==> config.mk <==
export PLATFORM = sky130hd
export DESIGN_NAME = fetch_ctrl_flat
export DESIGN_NICKNAME = d
export VERILOG_FILES = /design/src/rtl/fetch_pkg.sv /design/src/rtl/fetch_ctrl_if.sv /design/src/rtl/fetch_fifo.sv /design/src/rtl/fetch_ctrl.sv /design/src/flat_wrapper.sv
export SDC_FILE = /design/constraint.sdc
export NUM_CORES = 1
export LEC_CHECK = 0
export ABC_AREA = 1
export CAP_MARGIN = 20
export CORE_MARGIN = 2
export CORE_UTILIZATION = 55
export DETAILED_ROUTE_END_ITERATION = 7
export PLACE_DENSITY = 0.81
export SYNTH_ARGS = -nofsm -noshare
export SYNTH_HDL_FRONTEND = slang
export SYNTH_HIERARCHICAL = 1
export SYNTH_SLANG_ARGS = --single-unit
==> constraint.sdc <==
create_clock -name clk -period 12 [get_ports clk]
set_input_delay 3 -clock clk [delete_from_list [all_inputs] [get_ports clk]]
set_output_delay 3 -clock clk [all_outputs]
set_load 0.02 [all_outputs]
==> src/rtl/fetch_pkg.sv <==
// rtl/fetch_pkg.sv - shared constants, state encoding and entry widths for the fetch sequencer
package fetch_pkg;

    localparam logic [3:0]  EXC_INSN_MISALIGNED = 4'd0;
    localparam logic [3:0]  EXC_INSN_ACCESS     = 4'd1;
    localparam logic [31:0] NOP_INSN            = 32'h0000_0013;
    localparam int          INSTR_W             = 32;
    localparam int          EXC_CODE_W          = 4;

    typedef enum logic {
        FETCH_RUN  = 1'b0,
        FETCH_HALT = 1'b1
    } fetch_state_e;

    // Entry layout: {pc, instr, exc_en, exc_code, exc_val}
    function automatic int entry_width(input int xlen);
        return 2 * xlen + INSTR_W + EXC_CODE_W + 1;
    endfunction

endpackage

==> src/rtl/fetch_ctrl_if.sv <==
// rtl/fetch_ctrl_if.sv - redirect, instruction memory and decode-side signals of the fetch sequencer
interface fetch_ctrl_if #(
    parameter int XLEN = 64
);
    logic            redirect_valid;
    logic [XLEN-1:0] redirect_pc;
    logic [XLEN-1:0] mem_addr;
    logic [31:0]     mem_instr;
    logic            mem_exc_en;
    logic [3:0]      mem_exc_code;
    logic [XLEN-1:0] mem_exc_val;
    logic            out_valid;
    logic            out_ready;
    logic [XLEN-1:0] out_pc;
    logic [31:0]     out_instr;
    logic            out_exc_en;
    logic [3:0]      out_exc_code;
    logic [XLEN-1:0] out_exc_val;

    modport master (
        input  redirect_valid, redirect_pc, mem_instr, mem_exc_en, mem_exc_code, mem_exc_val,
        input  out_ready,
        output mem_addr, out_valid, out_pc, out_instr, out_exc_en, out_exc_code, out_exc_val
    );

    modport slave (
        output redirect_valid, redirect_pc, mem_instr, mem_exc_en, mem_exc_code, mem_exc_val,
        output out_ready,
        input  mem_addr, out_valid, out_pc, out_instr, out_exc_en, out_exc_code, out_exc_val
    );
endinterface

==> src/rtl/fetch_fifo.sv <==
// rtl/fetch_fifo.sv - small synchronous FIFO with flush; head reads the last popped entry while empty
module fetch_fifo #(
    parameter int               DEPTH     = 2,
    parameter int               WIDTH     = 8,
    parameter logic [WIDTH-1:0] IDLE_DATA = '0
) (
    input  logic                     clk,
    input  logic                     rst_n,
    input  logic                     push_i,
    input  logic                     pop_i,
    input  logic                     flush_i,
    input  logic [WIDTH-1:0]         wdata_i,
    output logic [WIDTH-1:0]         rdata_o,
    output logic                     full_o,
    output logic                     empty_o,
    output logic [$clog2(DEPTH):0]   count_o
);
    localparam int AW = $clog2(DEPTH);

    logic [WIDTH-1:0] mem_q [DEPTH];
    logic [AW-1:0]    wr_ptr_q;
    logic [AW-1:0]    rd_ptr_q;
    logic [AW:0]      count_q;
    logic [WIDTH-1:0] last_q;

    always_ff @(posedge clk or negedge rst_n) begin
        if (!rst_n) begin
            wr_ptr_q <= '0;
            rd_ptr_q <= '0;
            count_q  <= '0;
            last_q   <= IDLE_DATA;
        end else if (flush_i) begin
            wr_ptr_q <= '0;
            rd_ptr_q <= '0;
            count_q  <= '0;
        end else begin
            if (push_i) begin
                wr_ptr_q <= wr_ptr_q + AW'(1);
            end
            if (pop_i) begin
                rd_ptr_q <= rd_ptr_q + AW'(1);
                last_q   <= mem_q[rd_ptr_q];
            end
            count_q <= count_q + (AW+1)'(push_i) - (AW+1)'(pop_i);
        end
    end

    // Storage needs no reset: it is never visible while the FIFO is empty
    always_ff @(posedge clk) begin
        if (push_i && !flush_i) begin
            mem_q[wr_ptr_q] <= wdata_i;
        end
    end

    assign empty_o = (count_q == '0);
    assign full_o  = (count_q == (AW+1)'(DEPTH));
    assign count_o = count_q;
    assign rdata_o = empty_o ? last_q : mem_q[rd_ptr_q];

endmodule

==> src/rtl/fetch_ctrl.sv <==
// rtl/fetch_ctrl.sv - fetch PC, run/halt sequencing and entry formation toward decode
module fetch_ctrl
    import fetch_pkg::*;
#(
    parameter int              XLEN     = 64,
    parameter int              DEPTH    = 2,
    parameter logic [XLEN-1:0] RESET_PC = '0
) (
    input  logic          clk,
    input  logic          rst_n,
    fetch_ctrl_if.master  bus
);
    localparam int EW = entry_width(XLEN);
    localparam int CW = $clog2(DEPTH) + 1;
    localparam logic [EW-1:0] IDLE_ENTRY = {{XLEN{1'b0}}, NOP_INSN, 1'b0, 4'd0, {XLEN{1'b0}}};

    fetch_state_e    state_q, state_d;
    logic [XLEN-1:0] pc_q, pc_d;
    logic            pop, push;
    logic            fifo_full, fifo_empty;
    logic [CW-1:0]   fifo_count;
    logic [EW-1:0]   wdata, rdata;
    logic            e_exc;
    logic [3:0]      e_code;
    logic [XLEN-1:0] e_val;
    logic [31:0]     e_instr;

    assign pop  = bus.out_valid & bus.out_ready;
    assign push = (state_q == FETCH_RUN) & (!fifo_full | pop) & !bus.redirect_valid;

    always_ff @(posedge clk or negedge rst_n) begin
        if (!rst_n) begin
            state_q <= FETCH_RUN;
            pc_q    <= RESET_PC;
        end else begin
            state_q <= state_d;
            pc_q    <= pc_d;
        end
    end

    // Misalignment outranks a memory fault; either one parks the PC and halts
    always_comb begin
        state_d = state_q;
        pc_d    = pc_q;
        e_exc   = 1'b0;
        e_code  = 4'd0;
        e_val   = '0;
        e_instr = bus.mem_instr;
        if (bus.redirect_valid) begin
            pc_d    = bus.redirect_pc;
            state_d = FETCH_RUN;
        end else if (push) begin
            if (pc_q[1:0] != 2'b00) begin
                e_exc   = 1'b1;
                e_code  = EXC_INSN_MISALIGNED;
                e_val   = pc_q;
                e_instr = NOP_INSN;
                state_d = FETCH_HALT;
            end else if (bus.mem_exc_en) begin
                e_exc   = 1'b1;
                e_code  = bus.mem_exc_code;
                e_val   = bus.mem_exc_val;
                e_instr = NOP_INSN;
                state_d = FETCH_HALT;
            end else begin
                pc_d = pc_q + XLEN'(4);
            end
        end
    end

    assign wdata = {pc_q, e_instr, e_exc, e_code, e_val};

    fetch_fifo #(
        .DEPTH     (DEPTH),
        .WIDTH     (EW),
        .IDLE_DATA (IDLE_ENTRY)
    ) u_fifo (
        .clk     (clk),
        .rst_n   (rst_n),
        .push_i  (push),
        .pop_i   (pop & !bus.redirect_valid),
        .flush_i (bus.redirect_valid),
        .wdata_i (wdata),
        .rdata_o (rdata),
        .full_o  (fifo_full),
        .empty_o (fifo_empty),
        .count_o (fifo_count)
    );

    assign bus.mem_addr  = pc_q;
    assign bus.out_valid = !fifo_empty;
    assign {bus.out_pc, bus.out_instr, bus.out_exc_en, bus.out_exc_code, bus.out_exc_val} = rdata;

    a_count_bound: assert property (@(posedge clk) disable iff (!rst_n) fifo_count <= CW'(DEPTH));

endmodule

==> src/flat_wrapper.sv <==
// flat-port wrapper written by rule: the top's interface ports become plain ports
module fetch_ctrl_flat import fetch_pkg::*;
#(
    parameter int              XLEN     = 64,
    parameter int              DEPTH    = 2,
    parameter logic [XLEN-1:0] RESET_PC = '0
)
  (clk, rst_n, bus_redirect_valid, bus_redirect_pc, bus_mem_instr, bus_mem_exc_en, bus_mem_exc_code, bus_mem_exc_val, bus_out_ready, bus_mem_addr, bus_out_valid, bus_out_pc, bus_out_instr, bus_out_exc_en, bus_out_exc_code, bus_out_exc_val);
  fetch_ctrl_if #(.XLEN(XLEN)) bus_i ();
  input  logic clk;
  input  logic rst_n;
  input wire logic [$bits(bus_i.redirect_valid)-1:0] bus_redirect_valid;
  input wire logic [$bits(bus_i.redirect_pc)-1:0] bus_redirect_pc;
  input wire logic [$bits(bus_i.mem_instr)-1:0] bus_mem_instr;
  input wire logic [$bits(bus_i.mem_exc_en)-1:0] bus_mem_exc_en;
  input wire logic [$bits(bus_i.mem_exc_code)-1:0] bus_mem_exc_code;
  input wire logic [$bits(bus_i.mem_exc_val)-1:0] bus_mem_exc_val;
  input wire logic [$bits(bus_i.out_ready)-1:0] bus_out_ready;
  output wire logic [$bits(bus_i.mem_addr)-1:0] bus_mem_addr;
  output wire logic [$bits(bus_i.out_valid)-1:0] bus_out_valid;
  output wire logic [$bits(bus_i.out_pc)-1:0] bus_out_pc;
  output wire logic [$bits(bus_i.out_instr)-1:0] bus_out_instr;
  output wire logic [$bits(bus_i.out_exc_en)-1:0] bus_out_exc_en;
  output wire logic [$bits(bus_i.out_exc_code)-1:0] bus_out_exc_code;
  output wire logic [$bits(bus_i.out_exc_val)-1:0] bus_out_exc_val;
  assign bus_i.redirect_valid = bus_redirect_valid;
  assign bus_i.redirect_pc = bus_redirect_pc;
  assign bus_i.mem_instr = bus_mem_instr;
  assign bus_i.mem_exc_en = bus_mem_exc_en;
  assign bus_i.mem_exc_code = bus_mem_exc_code;
  assign bus_i.mem_exc_val = bus_mem_exc_val;
  assign bus_i.out_ready = bus_out_ready;
  assign bus_mem_addr = bus_i.mem_addr;
  assign bus_out_valid = bus_i.out_valid;
  assign bus_out_pc = bus_i.out_pc;
  assign bus_out_instr = bus_i.out_instr;
  assign bus_out_exc_en = bus_i.out_exc_en;
  assign bus_out_exc_code = bus_i.out_exc_code;
  assign bus_out_exc_val = bus_i.out_exc_val;
  fetch_ctrl #(.XLEN(XLEN), .DEPTH(DEPTH), .RESET_PC(RESET_PC)) u_core (.clk(clk), .rst_n(rst_n), .bus(bus_i));
endmodule
==> results.yml <==
critical_path:
  cp_max_fo: 101
  cp-end-kind: "output pin"
  required_ps: 9000
  worst_setup_path_start_kind: "flip-flop"
  crit_type: "reg -> out"
  cp.arrival_ps: 4150
  rrSetupSlack_ps: 7440
pwr:
  finalPower_mw: 7.86
  powerDensity_nw_per_um2: 239
  peakVddDrop_v: 0.000147
  p_leak_nw: 13.2
sta:
  clock_skew_ps: 19.7
  post-route-period-util: 0.596
  finalSetupTns_ps: 0
  setup_violations: 0
  maxSlewViolCount: 0
  tightest_slew_ps: 1330
  hold_viol: 0
  finalCriticalPeriod_ps: 7150
  slew_headroom: 0.115
  timing.fmax_mhz: 140
  rsz0062_at_grt: "no"
global_route:
  grt_pass1_vias: 21500
  antenna_found_initial: 7
  overflow: 0
  grt_max_degree: 269
  grt_pass1_wl_um: 120000
  grt_use_total: 0.312
detailed_routing:
  firstDrtPassIters: 6
  drt-initial-drc-count: 2455
  via_count: 22400
  wirelength_um: 79300
  via_per_inst: 5.62
  ant_nets: 0
  route.detailed.drc: 0
  drt-wirelength-per-cell_um: 19.9
logic_synthesis:
  synth-seq-cells: 564
  synthesis.nets: 3167
  seq_area_frac_synth: 0.587
  yosysWarningCount: 6
  syn_area_um2: 26900
  avgSynthCellArea_um2: 8.97
  synth_cells: 2995
  synth_cell_types: 38
placement:
  port_buffers: 398
  gp_congestion: 0.948
  dp.cells: 3877
  dp_hpwl_um: 53200
status:
  status: "complete, no violations"
clock_tree:
  clk_pin_slew_ps: 60
  clockBufferDepth: 3
  postCtsSetupBuffers: 0
  postCtsHoldBufs: 0
  ctsResizeCount: 0
  clk_latency_ps: 610
  cts.sinks: 564
  cts_made_buffers: 56
  cts_tree: "done"
  htreeDepth: 2
  cts-root-buf: "clkbuf_16"
floorplanning:
  die_w_um: 225
  dieArea_um2: 50600
  rows: 80
  start_util: 0.560
  io-pin-count: 399
  die_height_um: 225
  core_um2: 47900
job:
  drv_cap: 0
final_layout:
  nNetsFinal: 3492
  area_growth_pct: 22.6
  layoutNonFillerInstCount: 3990
  drive_above_1_share: 0.0721
min_path:
  hp-class: "reg -> reg"
## kinds of logic after synthesis
family | synth area share
DFF | 0.587
xor gates and xnor gates | 0.00717
adders and majority gates | 0.00140
and+or+nand+nor | 0.177
buffers and inverters | 0.0906
AOI/OAI and AO/OA | 0.137
## state kept, by name, summed over array words and instances (netlist names)
| register | count |
|---|---|
| u_core/u_fifo/mem_q | 330 |
| u_core/u_fifo/last_q | 165 |
| u_core/bus.mem_addr | 64 |
| u_core/u_fifo/count_o | 2 |
| u_core/state_q | 1 |
| u_core/u_fifo/rd_ptr_q | 1 |
| u_core/u_fifo/wr_ptr_q | 1 |
## worst max-delay path, stage by stage, from the launching register on
cell and delay, ps:
dfrtp_1 360, inv_1 90, nand2_4 700, buf_4 710
buf_4 670, nand2_1 140, o21ai_0 110, clkdlybuf4s50_1 700
## cells in the mapped netlist
cell	count	share of area
nor2_1	262	0.037
a21oi_2	1	0.00033
inv_2	6	0.00084
clkbuf_2	10	0.0019
o21ai_2	82	0.027
nand2_4	1	0.00042
xor2_1	12	0.0039
buf_4	1	0.00028
nor2_8	1	0.00075
o21bai_1	17	0.0048
nand2_2	12	0.0028
inv_1	438	0.061
dfrtp_1	231	0.22
nor2_2	9	0.0021
a31oi_1	3	0.00070
buf_2	63	0.012
nor2_4	9	0.0038
nand2_1	785	0.11
buf_1	3	0.00042
o21ai_0	405	0.075
nand3_1	75	0.014
and2_1	1	0.00023
o211ai_1	11	0.0031
nand3b_1	3	0.00084
o21ai_1	34	0.0063
ha_1	3	0.0014
clkbuf_1	63	0.0088
or2_2	5	0.0012
a211oi_1	1	0.00028
a21oi_1	10	0.0019
edfxtp_1	330	0.37
buf_6	13	0.0054
nand4_2	1	0.00047
dfstp_2	3	0.0029
a22oi_1	62	0.017
nand4_1	14	0.0033
xnor2_1	10	0.0033
nor3_1	5	0.00093
## metal layers
metal  global-route usage  wire length, µm  up-vias
li1                     -                -    10400
met4                0.144             3680        2
met3               0.0484             6230      221
met5                    0               17        -
met2                0.501            37200     1172
met1                0.421            32100    10700
## worst paths after layout
path,end,depth (start not counted),from
hold reg to reg,u_core/u_fifo/last_q[73]$_DFFE_PN1P_,2,u_core/u_fifo/last_q[73]$_DFFE_PN1P_
hold / removal,u_core/u_fifo/last_q[73]$_DFFE_PN1P_,2,u_core/u_fifo/last_q[73]$_DFFE_PN1P_
max in group asynchronous,u_core/u_fifo/last_q[121]$_DFFE_PN0P_,2,rst_n
setup / recovery,bus_out_instr[31],7,u_core/u_fifo/count_o[1]$_DFF_PN0_
setup reg to reg,u_core/u_fifo/mem_q[0][25]$_DFFE_PP_,11,u_core/u_fifo/count_o[1]$_DFF_PN0_
min in group asynchronous,u_core/u_fifo/last_q[71]$_DFFE_PN0P_,1,rst_n
## through the flow
step,area (µm²),worst slack (ps),util,hold WS [ps]
floorplan,26900,787,-,469
finish,32900,4850,0.687,509
global placement,31100,4890,0.648,483
CTS,32900,4840,0.686,513
global route,32900,4550,0.687,530
detailed placement,31100,5300,0.649,500
## final cells by class
type	count	area, µm²
multi-input combinational	1834	8700
inverter	444	1670
fill	3623	15000
antenna	7	17.5
tap	615	769
timing repair buffer	420	4220
clock buffer	85	1610
sequential	564	15800
clock inverter	21	170
## placed cells by master (no fill, tap or decap), drive strengths merged, types with 12 or more instances in the layout
cell / Yosys / layout
clkbuf: 73 / 85
inv: 444 / 447
a22oi: 62 / 62
xor2: 12 / 12
o21ai: 521 / 521
nand2: 798 / 798
buf: 80 / 24
nor2: 281 / 281
nand4: 15 / 15
nand3: 75 / 75
o21bai: 17 / 17
edfxtp: 330 / 330
clkdlybuf4s50: 0 / 396
dfrtp: 231 / 231
clkinv: 0 / 15
## power breakdown
part	switching, mW	internal (mW)	leakage [nW]
clock network	0.729	0.970	0.880
registers	0.244	2.53	5.86
logic	2.09	1.31	6.49
total	3.06	4.80	13.2
Note: power is estimated with default switching activity, not from simulation.
